File: src/rtl/operand_stack_ctrl_if.sv
`default_nettype none
// ============================================================================
// Module   : operand_stack_ctrl_if
// Brief    : Command/pop/TOS bundle between the execute stage and the stack.
// Revision : 1.0
// ============================================================================
interface operand_stack_ctrl_if #(
  parameter int DEPTH_LOG2 = 6,
  parameter int WIDTH      = 64
) ();
  logic                  cmd_valid;
  logic                  cmd_ready;
  logic [1:0]            cmd_op;
  logic [WIDTH-1:0]      cmd_data;
  logic [1:0]            cmd_type;
  logic                  chk_en;
  logic [1:0]            chk_type;
  logic                  pop_valid;
  logic [WIDTH-1:0]      pop_data;
  logic [1:0]            pop_type;
  logic [WIDTH-1:0]      result;
  logic [1:0]            result_type;
  logic                  result_empty;
  logic [DEPTH_LOG2:0]   count;
  logic [2:0]            trap;

  modport master (
    output cmd_valid, cmd_op, cmd_data, cmd_type, chk_en, chk_type,
    input  cmd_ready, pop_valid, pop_data, pop_type, result, result_type,
           result_empty, count, trap
  );

  modport slave (
    input  cmd_valid, cmd_op, cmd_data, cmd_type, chk_en, chk_type,
    output cmd_ready, pop_valid, pop_data, pop_type, result, result_type,
           result_empty, count, trap
  );
endinterface
`default_nettype wire

File: src/rtl/operand_stack_ctrl.sv
`default_nettype none
// ============================================================================
// Module   : operand_stack_ctrl
// Brief    : Wasm operand stack with TOS register and sync-read RAM below it.
// Revision : 1.0
// ============================================================================
module operand_stack_ctrl #(
  parameter int DEPTH_LOG2 = 6,
  parameter int WIDTH      = 64
) (
  input  wire logic           clk,
  input  wire logic           reset,
  operand_stack_ctrl_if.slave bus
);
  localparam int DEPTH = 2 ** DEPTH_LOG2;
  localparam logic [DEPTH_LOG2:0] c_FULL      = (DEPTH_LOG2+1)'(DEPTH);
  localparam logic [1:0]          c_OP_PUSH   = 2'd1;
  localparam logic [1:0]          c_OP_POP    = 2'd2;
  localparam logic [1:0]          c_OP_REPL   = 2'd3;
  localparam logic [2:0]          c_TRAP_NONE = 3'd0;
  localparam logic [2:0]          c_TRAP_UNDR = 3'd1;
  localparam logic [2:0]          c_TRAP_OVFL = 3'd2;
  localparam logic [2:0]          c_TRAP_TYPE = 3'd3;

  typedef enum logic [0:0] {S_IDLE = 1'b0, S_REFILL = 1'b1} state_t;

  state_t                r_state, w_state_nxt;
  logic [DEPTH_LOG2:0]   r_count, w_count_nxt;
  logic [WIDTH-1:0]      r_tos, w_tos_nxt;
  logic [1:0]            r_tos_type, w_tos_type_nxt;
  logic                  r_pop_valid, w_pop_valid_nxt;
  logic [WIDTH-1:0]      r_pop_data, w_pop_data_nxt;
  logic [1:0]            r_pop_type, w_pop_type_nxt;
  logic [2:0]            r_trap, w_trap_nxt;

  logic [WIDTH+1:0]      r_mem [0:DEPTH-2];
  logic [WIDTH+1:0]      r_rdata;
  logic                  w_mem_we, w_mem_re;
  logic [DEPTH_LOG2-1:0] w_wr_addr, w_rd_addr;
  logic                  w_ready, w_accept, w_takes_tos;
  logic [2:0]            w_err;

  assign w_ready     = (r_state == S_IDLE) && (r_trap == c_TRAP_NONE);
  assign w_accept    = bus.cmd_valid && w_ready;
  assign w_takes_tos = (bus.cmd_op == c_OP_POP) || (bus.cmd_op == c_OP_REPL);
  // Entry count-1 is the TOS itself, so the RAM holds entries 0..count-2.
  assign w_wr_addr   = DEPTH_LOG2'(r_count - 1'b1);
  assign w_rd_addr   = DEPTH_LOG2'(r_count - 2'd2);

  always_comb begin
    w_err = c_TRAP_NONE;
    if (w_takes_tos && r_count == '0)
      w_err = c_TRAP_UNDR;
    else if (bus.cmd_op == c_OP_PUSH && r_count == c_FULL)
      w_err = c_TRAP_OVFL;
    else if (w_takes_tos && bus.chk_en && r_tos_type != bus.chk_type)
      w_err = c_TRAP_TYPE;
  end

  always_comb begin
    w_state_nxt     = r_state;
    w_count_nxt     = r_count;
    w_tos_nxt       = r_tos;
    w_tos_type_nxt  = r_tos_type;
    w_pop_valid_nxt = 1'b0;
    w_pop_data_nxt  = r_pop_data;
    w_pop_type_nxt  = r_pop_type;
    w_trap_nxt      = r_trap;
    w_mem_we        = 1'b0;
    w_mem_re        = 1'b0;
    case (r_state)
      S_IDLE: begin
        if (w_accept) begin
          if (w_err != c_TRAP_NONE) begin
            w_trap_nxt = w_err;
          end else if (bus.cmd_op == c_OP_PUSH) begin
            w_mem_we       = (r_count != '0);
            w_tos_nxt      = bus.cmd_data;
            w_tos_type_nxt = bus.cmd_type;
            w_count_nxt    = r_count + 1'b1;
          end else if (w_takes_tos) begin
            w_pop_valid_nxt = 1'b1;
            w_pop_data_nxt  = r_tos;
            w_pop_type_nxt  = r_tos_type;
            if (bus.cmd_op == c_OP_REPL) begin
              w_tos_nxt      = bus.cmd_data;
              w_tos_type_nxt = bus.cmd_type;
            end else begin
              w_count_nxt = r_count - 1'b1;
              if (r_count == (DEPTH_LOG2+1)'(1)) begin
                w_tos_nxt      = '0;
                w_tos_type_nxt = '0;
              end else begin
                w_mem_re    = 1'b1;
                w_state_nxt = S_REFILL;
              end
            end
          end
        end
      end
      S_REFILL: begin
        w_tos_nxt      = r_rdata[WIDTH-1:0];
        w_tos_type_nxt = r_rdata[WIDTH+1:WIDTH];
        w_state_nxt    = S_IDLE;
      end
      default: w_state_nxt = S_IDLE;
    endcase
  end

  always_ff @(posedge clk or posedge reset) begin
    if (reset) begin
      r_state     <= S_IDLE;
      r_count     <= '0;
      r_tos       <= '0;
      r_tos_type  <= '0;
      r_pop_valid <= 1'b0;
      r_pop_data  <= '0;
      r_pop_type  <= '0;
      r_trap      <= c_TRAP_NONE;
    end else begin
      r_state     <= w_state_nxt;
      r_count     <= w_count_nxt;
      r_tos       <= w_tos_nxt;
      r_tos_type  <= w_tos_type_nxt;
      r_pop_valid <= w_pop_valid_nxt;
      r_pop_data  <= w_pop_data_nxt;
      r_pop_type  <= w_pop_type_nxt;
      r_trap      <= w_trap_nxt;
    end
  end

  // Storage array carries no reset; liveness is tracked solely by r_count.
  always_ff @(posedge clk) begin
    if (w_mem_we) r_mem[w_wr_addr] <= {r_tos_type, r_tos};
    if (w_mem_re) r_rdata <= r_mem[w_rd_addr];
  end

  assign bus.cmd_ready    = w_ready;
  assign bus.pop_valid    = r_pop_valid;
  assign bus.pop_data     = r_pop_data;
  assign bus.pop_type     = r_pop_type;
  assign bus.result       = r_tos;
  assign bus.result_type  = r_tos_type;
  assign bus.result_empty = (r_count == '0);
  assign bus.count        = r_count;
  assign bus.trap         = r_trap;
endmodule
`default_nettype wire

File: src/flat_wrapper.sv
// flat-port wrapper written by rule: the top's interface ports become plain ports
module operand_stack_ctrl_flat 
#(
  parameter int DEPTH_LOG2 = 6,
  parameter int WIDTH      = 64
)
  (clk, reset, bus_cmd_valid, bus_cmd_op, bus_cmd_data, bus_cmd_type, bus_chk_en, bus_chk_type, bus_cmd_ready, bus_pop_valid, bus_pop_data, bus_pop_type, bus_result, bus_result_type, bus_result_empty, bus_count, bus_trap);
  operand_stack_ctrl_if #(.DEPTH_LOG2(DEPTH_LOG2), .WIDTH(WIDTH)) bus_i ();
  input  wire logic clk;
  input  wire logic reset;
  input wire logic [$bits(bus_i.cmd_valid)-1:0] bus_cmd_valid;
  input wire logic [$bits(bus_i.cmd_op)-1:0] bus_cmd_op;
  input wire logic [$bits(bus_i.cmd_data)-1:0] bus_cmd_data;
  input wire logic [$bits(bus_i.cmd_type)-1:0] bus_cmd_type;
  input wire logic [$bits(bus_i.chk_en)-1:0] bus_chk_en;
  input wire logic [$bits(bus_i.chk_type)-1:0] bus_chk_type;
  output wire logic [$bits(bus_i.cmd_ready)-1:0] bus_cmd_ready;
  output wire logic [$bits(bus_i.pop_valid)-1:0] bus_pop_valid;
  output wire logic [$bits(bus_i.pop_data)-1:0] bus_pop_data;
  output wire logic [$bits(bus_i.pop_type)-1:0] bus_pop_type;
  output wire logic [$bits(bus_i.result)-1:0] bus_result;
  output wire logic [$bits(bus_i.result_type)-1:0] bus_result_type;
  output wire logic [$bits(bus_i.result_empty)-1:0] bus_result_empty;
  output wire logic [$bits(bus_i.count)-1:0] bus_count;
  output wire logic [$bits(bus_i.trap)-1:0] bus_trap;
  assign bus_i.cmd_valid = bus_cmd_valid;
  assign bus_i.cmd_op = bus_cmd_op;
  assign bus_i.cmd_data = bus_cmd_data;
  assign bus_i.cmd_type = bus_cmd_type;
  assign bus_i.chk_en = bus_chk_en;
  assign bus_i.chk_type = bus_chk_type;
  assign bus_cmd_ready = bus_i.cmd_ready;
  assign bus_pop_valid = bus_i.pop_valid;
  assign bus_pop_data = bus_i.pop_data;
  assign bus_pop_type = bus_i.pop_type;
  assign bus_result = bus_i.result;
  assign bus_result_type = bus_i.result_type;
  assign bus_result_empty = bus_i.result_empty;
  assign bus_count = bus_i.count;
  assign bus_trap = bus_i.trap;
  operand_stack_ctrl #(.DEPTH_LOG2(DEPTH_LOG2), .WIDTH(WIDTH)) u_core (.clk(clk), .reset(reset), .bus(bus_i));
endmodule
File: config.mk
export PLATFORM = sky130hd
export DESIGN_NAME = operand_stack_ctrl_flat
export DESIGN_NICKNAME = d
export VERILOG_FILES = /design/src/rtl/operand_stack_ctrl_if.sv /design/src/rtl/operand_stack_ctrl.sv /design/src/flat_wrapper.sv
export SDC_FILE = /design/constraint.sdc
export NUM_CORES = 2
export LEC_CHECK = 0
export BUFFER_PORTS_ARGS = -buffer_cell sky130_fd_sc_hd__buf_2
export CAP_MARGIN = 25
export CORE_MARGIN = 4
export CORE_UTILIZATION = 67
export DETAILED_ROUTE_END_ITERATION = 12
export PLACE_DENSITY = 0.93
export SLEW_MARGIN = 20
export SYNTH_ARGS = -nofsm -noshare
export SYNTH_HDL_FRONTEND = slang
export SYNTH_MEMORY_MAX_BITS = 65536
export SYNTH_SLANG_ARGS = --single-unit
File: constraint.sdc
create_clock -name clk -period 15.9 [get_ports clk]
set_input_delay 0.795 -clock clk [delete_from_list [all_inputs] [get_ports clk]]
set_output_delay 0.795 -clock clk [all_outputs]
set_load 0.01 [all_outputs]
==> results.md, run 1 <==
Placement:
- The worst-case setup slack after placement is 9.95 ns.
- Summed over all nets, the half-perimeter wirelength after detailed placement is 305 mm.
- Counting tap cells, the placed design contains a total of 11600 instances.
- The final RePlAce weighted congestion is 0.949.
- The number of buffer cells added on primary ports is 217.
- The instance area at placement is 0.174 sq mm.

Run status:
- The flow did not finish.
- The first error in the log reads "[ERROR GRT-0229] Vertical edge usage exceeds the maximum allowed. (17, 37) usage=65535 limit=2200".
- The stage at which the flow ended is 5_1_grt.

Clock network:
- The level count of the clock H-tree is 5.
- The number of clock buffers added by TritonCTS is 411.
- After clock tree synthesis, the repair step resized 0 gates.
- After clock tree synthesis, the setup repair step added 0 buffers.
- The cell at the root of the clock tree is sky130_fd_sc_hd__clkbuf_16.
- The TritonCTS sink count is 4367.
- The maximum clock insertion buffer count is 4.
- The hold buffer count at CTS is 3.

Yosys:
- The most common flop cell mapped by yosys is sky130_fd_sc_hd__edfxtp_1.
- After synthesis, the largest area contributor takes up 75.5% of total cell area.
- The number of unique standard cell types used by synthesis is 60.
- In this run the cell area of the synthesized design comes to 0.168 sq mm.
- After synthesis, the mean cell area works out to 20.2 sq um.
- The number of cells produced by synthesis is 8334.
- The count of synthesis-stage warnings from yosys is 0.
- After synthesis, the cell types taking the most area are sky130_fd_sc_hd__edfxtp_1 75%, sky130_fd_sc_hd__mux4_2 8.8%, sky130_fd_sc_hd__mux2i_1 4.7%.
- The sequential cell area fraction in the yosys report is 77.6%.
- Synthesis produced a netlist with a net count of 8417.
- The number of register bits inferred by synthesis is 4367.
- Yosys mapped a number of flops with a built-in enable equal to 4224.
- Counting flops with an async set or reset pin after synthesis yields a share of 3.27%.
- The most area-hungry cell type in the Yosys netlist is sky130_fd_sc_hd__edfxtp_1.

Global routing:
- Entering global routing, the biggest net connects 142 pins.
- The initial antenna violation count was 139.

Floorplanning:
- For this configuration, the core starts out at a cell density of 67.4%.
- The I/O pin count is 219.
- In this run the vertical extent of the chip is 509 microns.
- The standard-cell row count is 183.
- The die outline width is 509 microns.
[synthesized netlist by cell type, types with 90 or more instances]
master and count:
sky130_fd_sc_hd__a211oi_1 132, sky130_fd_sc_hd__buf_4 90, sky130_fd_sc_hd__mux4_2 655, sky130_fd_sc_hd__o22ai_1 224, sky130_fd_sc_hd__clkbuf_1 178, sky130_fd_sc_hd__edfxtp_1 4224
sky130_fd_sc_hd__a311o_1 102, sky130_fd_sc_hd__nor3_1 97, sky130_fd_sc_hd__nand2_1 450, sky130_fd_sc_hd__buf_2 204, sky130_fd_sc_hd__dfrtp_1 143, sky130_fd_sc_hd__mux2i_1 788
sky130_fd_sc_hd__nor2_1 149, sky130_fd_sc_hd__a21oi_1 249, sky130_fd_sc_hd__a22oi_1 96
[metrics by stage]
| stage | util (%) | hold WS [ns] |
|---|---|---|
| CTS | 75.1 | 0.00561 |
| detailed placement | 69.8 | 0.486 |
| global placement | 69.7 | 0.482 |
| floorplan | - | 0.519 |
[cells by family after synthesis]
family	count (synthesis)	share of synthesized area, %
adder cells (fa/ha/maj)	9	0.0670
multiplexers	1524	14.1
AND/OR/NAND/NOR	836	2.17
AO/OA/AOI/OAI	1056	4.38
buffers and inverters	521	1.59
other	1	0.00223
flip-flops	4367	77.6
XOR/XNOR	20	0.104
==> run 2: changes to the inputs <==
- CORE_UTILIZATION: 67 -> 40
- PLACE_DENSITY: 0.93 -> unset
- PLACE_DENSITY_LB_ADDON: unset -> 0.15
==> run 2 against run 1 <==
  * The run now ends clean
  * Synthesized area unchanged
  * Synthesized cell count unchanged
==> results.md, run 2 <==
Setup path:
- The critical path in this run is classified as reg2reg.
- In this design, the critical path's most frequently occurring cell is sky130_fd_sc_hd__buf_4.
- Traced cell by cell, the critical path runs through inv_6 > ha_4 > buf_4 > buf_4 > buf_4 > buf_4 > mux4_2 > and2_1 > a211oi_1 > a31oi_1 > a21oi_1 > a21oi_1.
- Data on the critical path is required at its endpoint by 16.63 ns.
- Of all nets on the critical path, the largest fanout is 51.
- STA puts the critical path data arrival time at 7.13 ns.
- Setup slack on the worst reg-to-reg path comes out at 9.50 ns.
- The slowest stage of the critical path is the sky130_fd_sc_hd__dfrtp_4 cell.
- The worst setup path is launched from a flop.
- The type of element capturing the critical path is a flop.
- The delay contributed by the slowest stage of the critical path is 0.92 ns.

Yosys:
- In the post-synthesis netlist, the biggest area contributors are sky130_fd_sc_hd__edfxtp_1 75%, sky130_fd_sc_hd__mux4_2 8.8%, sky130_fd_sc_hd__mux2i_1 4.7%.
- In the synthesized netlist, the cells that appear most often are 4224 x sky130_fd_sc_hd__edfxtp_1, 788 x sky130_fd_sc_hd__mux2i_1, 655 x sky130_fd_sc_hd__mux4_2.
- The number of enable flip-flop cells after synthesis is 4224 (unchanged).
- The synthesized design spends more area on one cell type than any other, namely sky130_fd_sc_hd__edfxtp_1.
- The number of register bits inferred by synthesis is 4367 (unchanged).
- The count of synthesis-stage warnings from yosys is 0 (unchanged).
- The area share of the largest cell type after synthesis is 75.5% (unchanged).
- The number of unique standard cell types used by synthesis is 60 (unchanged).
- The most common cell in the synthesized netlist is sky130_fd_sc_hd__edfxtp_1.
- The proportion of synthesized flip-flops having asynchronous set or reset is 3.27% (unchanged).
- The sequential cell area fraction in the yosys report is 77.6% (unchanged).
- The synthesized cell area is 0.168 sq mm (unchanged).
- The most common flop cell mapped by yosys is sky130_fd_sc_hd__edfxtp_1.
- The number of nets produced by synthesis is 8417 (unchanged).
- The number of cells produced by synthesis is 8334 (unchanged).
- The average instance area after synthesis was 20.2 sq um (unchanged).

Drt:
- The length of the first detailed-routing pass in iterations is 5.
- After detailed routing, the number of remaining DRC violations is 0.
- After detailed routing, the average wire length per cell comes to 39.5 microns.
- The routed layout has 91000 vias.
- The routed design has 583 mm of wire.
- The number of nets with antenna violations after detailed routing is 0.
- The first routing iteration left 12900 violations.
- The mean number of vias per cell is 6.17.

Placement:
- The final RePlAce weighted congestion is 0.813 (-14%).
- The sum of net half-perimeters after detailed placement came to 328 mm (+7.6%).
- The worst-case setup slack after placement is 9.45 ns (-0.494 ns).
- The number of buffer cells added on primary ports is 217 (unchanged).

Clock network:
- At the later pin of the worst-skew pair, clock insertion delay measures 1.00 ns.
- The level count of the clock H-tree is 5 (unchanged).
- The post-CTS resize count is 0 (unchanged).
- The setup fix buffers added after clock tree synthesis is 0 (unchanged).
- The hold buffer count at CTS is 8 (+5).
- TritonCTS built the clock tree.
- The maximum clock insertion buffer count came to 4 (unchanged).
- The clock transition at the register clock pins on the worst setup and hold paths after CTS is 0.07 ns.
- The cell at the root of the clock tree is sky130_fd_sc_hd__clkbuf_16.
- The TritonCTS buffer count is 456 (+11%).
- The TritonCTS sink count was 4367 (unchanged).

STA:
- Setup repair after global routing left no endpoint under its margin.
- Headroom to the max-slew limit came out at 18.9%.
- At the pin with the least slew margin, the transition time is 1.22 ns.
- The peak clock frequency supported by timing is 0.156 GHz.
- The final number of hold-violating endpoints is 0.
- The max-slew violation total from the final report is 0.
- Between clock sinks in the finished design, the worst skew comes to 0.0634 ns.
- In the finished design, the share of the clock period the worst path needs comes to 40.2%.
- The worst path in the final design needs a cycle of 6.40 ns, including I/O delays and setup.
- The minimum hold slack is 0.0937 ns.
- The setup TNS is 0 ns.
- After layout, the worst setup slack is 9.50 ns.
- Setup violations remaining at the end of the flow were counted as 0.

Global routing:
- The via count of the first global-routing pass is 89400.
- The initial antenna violation count is 61.
- The largest net degree at the start of global routing is 114.
- The overflow left after global routing is 0.
- The overall routing resource usage is 26.4%.
- The first global-routing pass estimated 785 mm of wire.

Power:
- Internal power comes to 24.8 mW.
- The leakage power figure is 63.0 nW.
- Of the total power, combinational logic draws 35.5%.
- The ratio of total power to cell area is 205 mW/mm^2.
- The switching share of power is 37.0%.
- The switching power total is 14.6 mW.
- The part of the power in registers is 37.7%.
- The clock network fraction of design power is 26.8%.
- VDD sags by at most 0.384 mV.

Final layout:
- The flip-flop count of the largest register after layout is 4158.
- The proportion of layout cells with a drive suffix above 1 is 22.8%.
- After filler insertion, the fill cell instance count of the layout stands at 35000.
- Leaving out fill and tap cells, the most frequent cell in the layout is sky130_fd_sc_hd__edfxtp_1.
- The library cells used most frequently in the layout, excluding fill and tap cells, are 4224 x sky130_fd_sc_hd__edfxtp_1, 788 x sky130_fd_sc_hd__mux2i_1, 655 x sky130_fd_sc_hd__mux4_2, 460 x sky130_fd_sc_hd__clkbuf_16, 447 x sky130_fd_sc_hd__nand2_1.
- From synthesis to final layout, the design area changed by 14.3%.
- Counting flops per register, the top entry is u_core.r_mem.
- In the final layout, the registers with the most flip-flops are u_core.r_mem (4158), u_core.r_rdata (66).
- The layout net count is 8921.

Floorplanning:
- The overall die height was 656 microns (+29%).
- The die covers 0.431 sq mm.
- The I/O pin count is 219 (unchanged).
- The die outline width is 656 microns (+29%).
- The standard-cell row count is 237 (+30%).
- The core region is 0.418 sq mm.
- The initial core utilization came to 40.2% (-27 points).

Job:
- The tool flagged a number of max-cap violations equal to 0.

Run status:
- The run finished with clean final reports.

Min path:
- The path class of the tightest hold or removal check is in2reg.
run 2: cell families after synthesis:
group	count (synthesis)	share of synthesized area, %
fa+ha+maj	9	0.0670
xor+xnor	20	0.104
simple gates	836	2.17
buf+inv	521	1.59
other cells	1	0.00223
flops	4367	77.6
compound gates	1056	4.38
mux	1524	14.1
run 2: metal layers:
metal	global-route usage (%)	wire length, microns	vias to the layer above
met5	0	32	-
met4	8.87	22200	4
met3	4.64	50900	797
met2	41.2	269000	5034
met1	37.8	241000	49700
li1	-	-	35500
run 2: final timing paths:
path	from	end	cells after the start
max	u_core.bus.count[1]	u_core.r_rdata[31]	12
min	bus_cmd_data[3]	u_core.bus.result[3]	2
max reg2reg	u_core.bus.count[1]	u_core.r_rdata[31]	12
min reg2reg	u_core.bus.pop_data[32]	u_core.bus.pop_data[32]	1
max in group asynchronous	reset	u_core.bus.result[39]	5
min in group asynchronous	reset	u_core.bus.pop_data[25]	3
run 2: critical path: cells and delay by family, from the launching register on:
kind                     cells  cell delay (ns)
adder cells (fa/ha/maj)      1             0.72
flip-flops                   1             0.92
AO/OA/AOI/OAI                4             0.53
AND/OR/NAND/NOR              1             0.17
buffers and inverters        5             3.15
multiplexers                 1             0.40
run 2: power by group through the flow:
stage                     sequential, mW  clock, mW  combinational [mW]
final                               14.9       10.6                14.0
after global routing                14.9       11.2                14.6
after CTS                           14.8       10.7                14.0
after detailed placement            15.1          0                13.9
after global placement              15.1          0                13.8
after floorplan                     15.6          0                7.35
run 2: final cells by class:
class | count | area (sq um) | area share [%]
Sequential cell | 4367 | 131000 | 68.0
Tap cell | 5497 | 6880 | 3.58
Clock buffer | 595 | 12300 | 6.39
Antenna cell | 34 | 85.1 | 0.0443
Timing Repair Buffer | 558 | 4170 | 2.17
Clock inverter | 256 | 2410 | 1.25
Multi-Input combinational cell | 3446 | 35600 | 18.6
Inverter | 9 | 51.3 | 0.0267
run 2: metrics by stage:
step	cells	area (sq um)	total power [mW]	utilization, %
floorplan	8334	168000	22.9	-
global placement	13900	177000	28.9	42.3
detailed placement	13900	177000	29.0	42.4
CTS	14700	192000	39.5	45.9
global route	14700	192000	40.7	46.0
finish	14800	192000	39.4	46.0
(Power assumes the default switching activity.)
